==> src/rtl/apb_cfg_master.sv <==
// APB3 initiator for the bnn_cfg port: one SETUP/ACCESS transfer per command,
// response held on a valid/ready port; ACCESS aborts after TIMEOUT cycles without pready.
module apb_cfg_master #(
    parameter int unsigned ADDR_W  = 13,
    parameter int unsigned DATA_W  = 32,
    parameter int unsigned TIMEOUT = 255
) (
    input  logic              clk,
    input  logic              rst,
    input  logic              cmd_valid,
    output logic              cmd_ready,
    input  logic              cmd_write,
    input  logic [ADDR_W-1:0] cmd_addr,
    input  logic [DATA_W-1:0] cmd_wdata,
    output logic              rsp_valid,
    input  logic              rsp_ready,
    output logic [DATA_W-1:0] rsp_rdata,
    output logic              rsp_err,
    output logic              rsp_timeout,
    output logic              busy,
    output logic [ADDR_W-1:0] paddr,
    output logic              pwrite,
    output logic              psel,
    output logic              penable,
    output logic [DATA_W-1:0] pwdata,
    input  logic [DATA_W-1:0] prdata,
    input  logic              pready,
    input  logic              pslverr
);

    typedef enum logic [1:0] {StIdle, StSetup, StAccess, StResp} state_e;

    localparam logic [15:0] CntLast = 16'(TIMEOUT - 1);

    state_e              state_q, state_d;
    logic [15:0]         cnt_q, cnt_d;
    logic                timeout_hit;

    logic [ADDR_W-1:0]   paddr_d;
    logic [DATA_W-1:0]   pwdata_d, rsp_rdata_d;
    logic                pwrite_d, psel_d, penable_d, busy_d;
    logic                rsp_valid_d, rsp_err_d, rsp_timeout_d;

    assign cmd_ready   = (state_q == StIdle);
    // pready on the last allowed cycle still counts as a normal completion
    assign timeout_hit = (cnt_q == CntLast) && !pready;

    always_ff @(posedge clk or posedge rst) begin
        if (rst) begin
            state_q <= StIdle;
        end else begin
            state_q <= state_d;
        end
    end

    always_comb begin
        state_d = state_q;
        unique case (state_q)
            StIdle:   if (cmd_valid) state_d = StSetup;
            StSetup:  state_d = StAccess;
            StAccess: if (pready || timeout_hit) state_d = StResp;
            StResp:   if (rsp_ready) state_d = StIdle;
            default:  state_d = StIdle;
        endcase
    end

    always_comb begin
        cnt_d         = cnt_q;
        paddr_d       = paddr;
        pwrite_d      = pwrite;
        pwdata_d      = pwdata;
        psel_d        = psel;
        penable_d     = penable;
        busy_d        = busy;
        rsp_valid_d   = rsp_valid;
        rsp_rdata_d   = rsp_rdata;
        rsp_err_d     = rsp_err;
        rsp_timeout_d = rsp_timeout;
        unique case (state_q)
            StIdle: begin
                if (cmd_valid) begin
                    paddr_d   = cmd_addr;
                    pwrite_d  = cmd_write;
                    pwdata_d  = cmd_write ? cmd_wdata : '0;
                    psel_d    = 1'b1;
                    penable_d = 1'b0;
                    busy_d    = 1'b1;
                end
            end
            StSetup: begin
                penable_d = 1'b1;
                cnt_d     = '0;
            end
            StAccess: begin
                if (pready) begin
                    rsp_rdata_d   = pwrite ? '0 : prdata;
                    rsp_err_d     = pslverr;
                    rsp_timeout_d = 1'b0;
                    rsp_valid_d   = 1'b1;
                    psel_d        = 1'b0;
                    penable_d     = 1'b0;
                end else if (timeout_hit) begin
                    rsp_rdata_d   = '0;
                    rsp_err_d     = 1'b1;
                    rsp_timeout_d = 1'b1;
                    rsp_valid_d   = 1'b1;
                    psel_d        = 1'b0;
                    penable_d     = 1'b0;
                end else begin
                    cnt_d = cnt_q + 16'd1;
                end
            end
            StResp: begin
                if (rsp_ready) begin
                    rsp_valid_d = 1'b0;
                    busy_d      = 1'b0;
                end
            end
            default: ;
        endcase
    end

    always_ff @(posedge clk or posedge rst) begin
        if (rst) begin
            cnt_q       <= '0;
            paddr       <= '0;
            pwrite      <= 1'b0;
            pwdata      <= '0;
            psel        <= 1'b0;
            penable     <= 1'b0;
            busy        <= 1'b0;
            rsp_valid   <= 1'b0;
            rsp_rdata   <= '0;
            rsp_err     <= 1'b0;
            rsp_timeout <= 1'b0;
        end else begin
            cnt_q       <= cnt_d;
            paddr       <= paddr_d;
            pwrite      <= pwrite_d;
            pwdata      <= pwdata_d;
            psel        <= psel_d;
            penable     <= penable_d;
            busy        <= busy_d;
            rsp_valid   <= rsp_valid_d;
            rsp_rdata   <= rsp_rdata_d;
            rsp_err     <= rsp_err_d;
            rsp_timeout <= rsp_timeout_d;
        end
    end

endmodule

==> config.mk <==
export PLATFORM = sky130hd
export DESIGN_NAME = apb_cfg_master
export DESIGN_NICKNAME = d
export VERILOG_FILES = /design/src/rtl/apb_cfg_master.sv
export SDC_FILE = /design/constraint.sdc
export NUM_CORES = 1
export LEC_CHECK = 0
export ABC_AREA = 1
export CAP_MARGIN = 20
export CORE_MARGIN = 5
export CORE_UTILIZATION = 45
export DETAILED_ROUTE_END_ITERATION = 10
export GPL_ROUTABILITY_DRIVEN = 0
export GPL_TIMING_DRIVEN = 0
export HOLD_SLACK_MARGIN = 0.1
export PLACE_DENSITY = 0.82
export SLEW_MARGIN = 5
export SYNTH_ARGS = -nofsm -noshare
export SYNTH_HDL_FRONTEND = slang
export SYNTH_SLANG_ARGS = --single-unit
==> constraint.sdc <==
create_clock -name clk -period 4.6 [get_ports clk]
set_clock_uncertainty 0.15 [all_clocks]
set_input_delay 0.92 -clock clk [delete_from_list [all_inputs] [get_ports clk]]
set_output_delay 0.92 -clock clk [all_outputs]
set_load 0.01 [all_outputs]
==> impl_metrics.json <==
{
  "status": "complete, no violations",
  "grt_max_degree": 57,
  "total_power_mw": 3.85,
  "fin_setup_tns_ns": 0,
  "ys_seq_area_share_pct": 54.3,
  "ctsHoldBuffers": 0,
  "maxCapViolCount": 0,
  "clock_path_buffers": 2,
  "cts_inserted_buffers": 9,
  "die_y_um": 112,
  "coreArea_um2": 10300,
  "synthCells": 568,
  "synth_top_cell_by_area": "dfrtp_1",
  "synthArstFlopShare_pct": 100,
  "register_area_um2": 2550,
  "synth_top_area_share_pct": 54.3,
  "htree_levels": 3,
  "hp-class": "flop to flop",
  "r2r_start": "state_q[0]",
  "rrSetupSlack_ns": 2.50,
  "cp_max_fo": 5,
  "std_cell_rows": 37,
  "multi_input_area_um2": 1860,
  "antennaDiodeCount": 0,
  "cts_tree": "built",
  "routed_via_density": 5.12,
  "synth_top_cells_by_count": "204 x nand2_1, 102 x dfrtp_1, 91 x nand3_1, 38 x o21ai_0, 33 x inv_1",
  "cts-resized-gates": 0,
  "synth_most_common_cell": "nand2_1",
  "arrival_ns": 1.72,
  "ant_nets": 0,
  "ys.flop_type": "dfrtp_1",
  "synth_edf_count": 0,
  "crit_type": "flop to output pin",
  "syn-num-nets": 660,
  "drc_errors": 0,
  "cp_slowest_cell": "clkdlybuf4s50_1",
  "dp.cells": 872,
  "cp-start-kind": "flop",
  "rsz0062_at_grt": "no",
  "critPathLaunch": "state_q[1]",
  "endpoint": "cmd_ready",
  "cts.sinks": 102,
  "cp_cell_sequence": "inv_1 > ha_1 > clkdlybuf4s50_1",
  "io_buffers": 167,
  "r2r-end": "cnt_q[11]",
  "vias": 4541,
  "overflow": 0,
  "fin_cells": 887,
  "yosysUniqueCellTypes": 23,
  "grt.total_usage_pct": 21.6,
  "drt-initial-drc-count": 372,
  "path_clk_slew_ns": 0.11,
  "io_pins": 169,
  "wirelength_um": 13300,
  "yosys_warnings": 0,
  "slowest_delay_ns": 0.55,
  "fill_cells": 860,
  "first_global_vias": 4653,
  "critical_path_required_ns": 3.53,
  "hold_violations": 0,
  "start_util_pct": 45.8,
  "finalCriticalPeriod_ns": 2.79,
  "die_x_um": 112,
  "reg2reg_depth": 8,
  "drive_gt1_share_pct": 5.59,
  "endpoint_kind": "output pin",
  "antenna_found_initial": 0,
  "p_leak_nw": 3.23,
  "die_area_um2": 12600,
  "syn_avg_cell_area_um2": 8.28,
  "hp-start": "penable",
  "grt_pass1_wl_um": 22400,
  "dpl.hpwl_um": 10100,
  "ir_drop_uv": 304,
  "cellPowerDensity_nw_per_um2": 569,
  "drt-pass1-iter-count": 5,
  "wl_per_cell_um": 15.0,
  "netlist_area_um2": 4700,
  "cts-root-buf": "clkbuf_8",
  "slew_viol_final": 0,
  "synthTopCellsByArea": "dfrtp_1 54%, nand2_1 16%, nand3_1 9.7%",
  "clk_latency_ns": 0.37,
  "slew_headroom_pct": 51.9,
  "postCtsSetupRepairBufs": 0,
  "ys_ff_latch": 102,
  "fin_crit_sh_pct": 60.6,
  "finalSetupViolations": 0,
  "tightestPinTransition_ns": 0.722,
  "syn2layout_area_growth_pct": 43.8,
  "fmaxAchievable_mhz": 359,
  "nets": 839
}
## cell usage in the layout, fill, tap and decap left out
master / n
nor2_4: 1
buf_16: 1
nand2_4: 2
clkinv_4: 2
ha_1: 8
nor2_1: 32
clkbuf_8: 10
dfrtp_1: 102
xor2_1: 5
buf_6: 4
inv_8: 3
buf_4: 2
clkdlybuf4s50_1: 167
inv_4: 1
o21ai_2: 1
or2_2: 1
nand3_1: 91
clkbuf_1: 18
buf_2: 7
o21ai_0: 38
nand3_2: 4
xnor2_1: 1
nand2_2: 2
o32ai_1: 1
inv_1: 32
a21oi_2: 1
nand4_1: 8
nand2_1: 204
a21oi_1: 2
## flip-flops by register name, summed over array words and instances, names as in the netlist
name,flops
busy,1
cnt_q,16
paddr,13
penable,1
psel,1
pwdata,32
pwrite,1
rsp_err,1
rsp_rdata,32
rsp_timeout,1
rsp_valid,1
state_q,2
## cell type report
type / instances / area share (%)
sequential: 102 / 37.7
multi-input combinational: 402 / 27.5
timing repair buffer: 168 / 25.1
tap: 136 / 2.52
buffer: 31 / 2.41
clock buffer: 10 / 2.04
inverter: 33 / 1.87
clock inverter: 5 / 0.759
## stage by stage
step,utilization [%],hold WS (ns),worst slack (ns),cell area [µm²]
detailed placement,64.0,0.311,1.91,6570
global route,65.8,0.367,1.73,6760
CTS,65.8,0.341,1.79,6760
global placement,63.7,0.305,-0.636,6540
finish,65.8,0.333,1.81,6760
floorplan,-,0.348,0.855,4700
## worst min path at each step
stage                            to  slack (ns)  cells after the start
after floorplan           cnt_q[15]        0.35                      2
after global placement    rsp_valid        0.31                      2
after detailed placement    penable        0.31                      2
after CTS                   penable        0.34                      2
after global routing       paddr[4]        0.37                      2
final                       penable        0.33                      2
## critical path, delay by kind of cell, from the launching register on
kind	cells	cell delay, ns
buf+inv	2	0.68
flops	1	0.45
fa+ha+maj	1	0.21
## power breakdown
part	leakage, nW	switching [mW]	internal [mW]
sequential	1.33	0.209	1.25
clock	0.0983	0.336	0.222
combinational	1.81	0.916	0.912
## cell families after synthesis
family,synth area share [%]
and+or+nand+nor,31.6
AOI/OAI and AO/OA,4.82
xor gates and xnor gates,1.12
adders and majority gates,2.13
buffers and inverters,6.09
DFF,54.3
## layer usage
metal	up-vias	track usage [%]	wire, µm
li1	2177	-	-
met1	2125	26.4	5250
met2	205	35.6	6420
met3	34	6.58	1230
met4	0	8.97	424
met5	-	0	0
No activity file was read; power rests on OpenSTA's default activity.
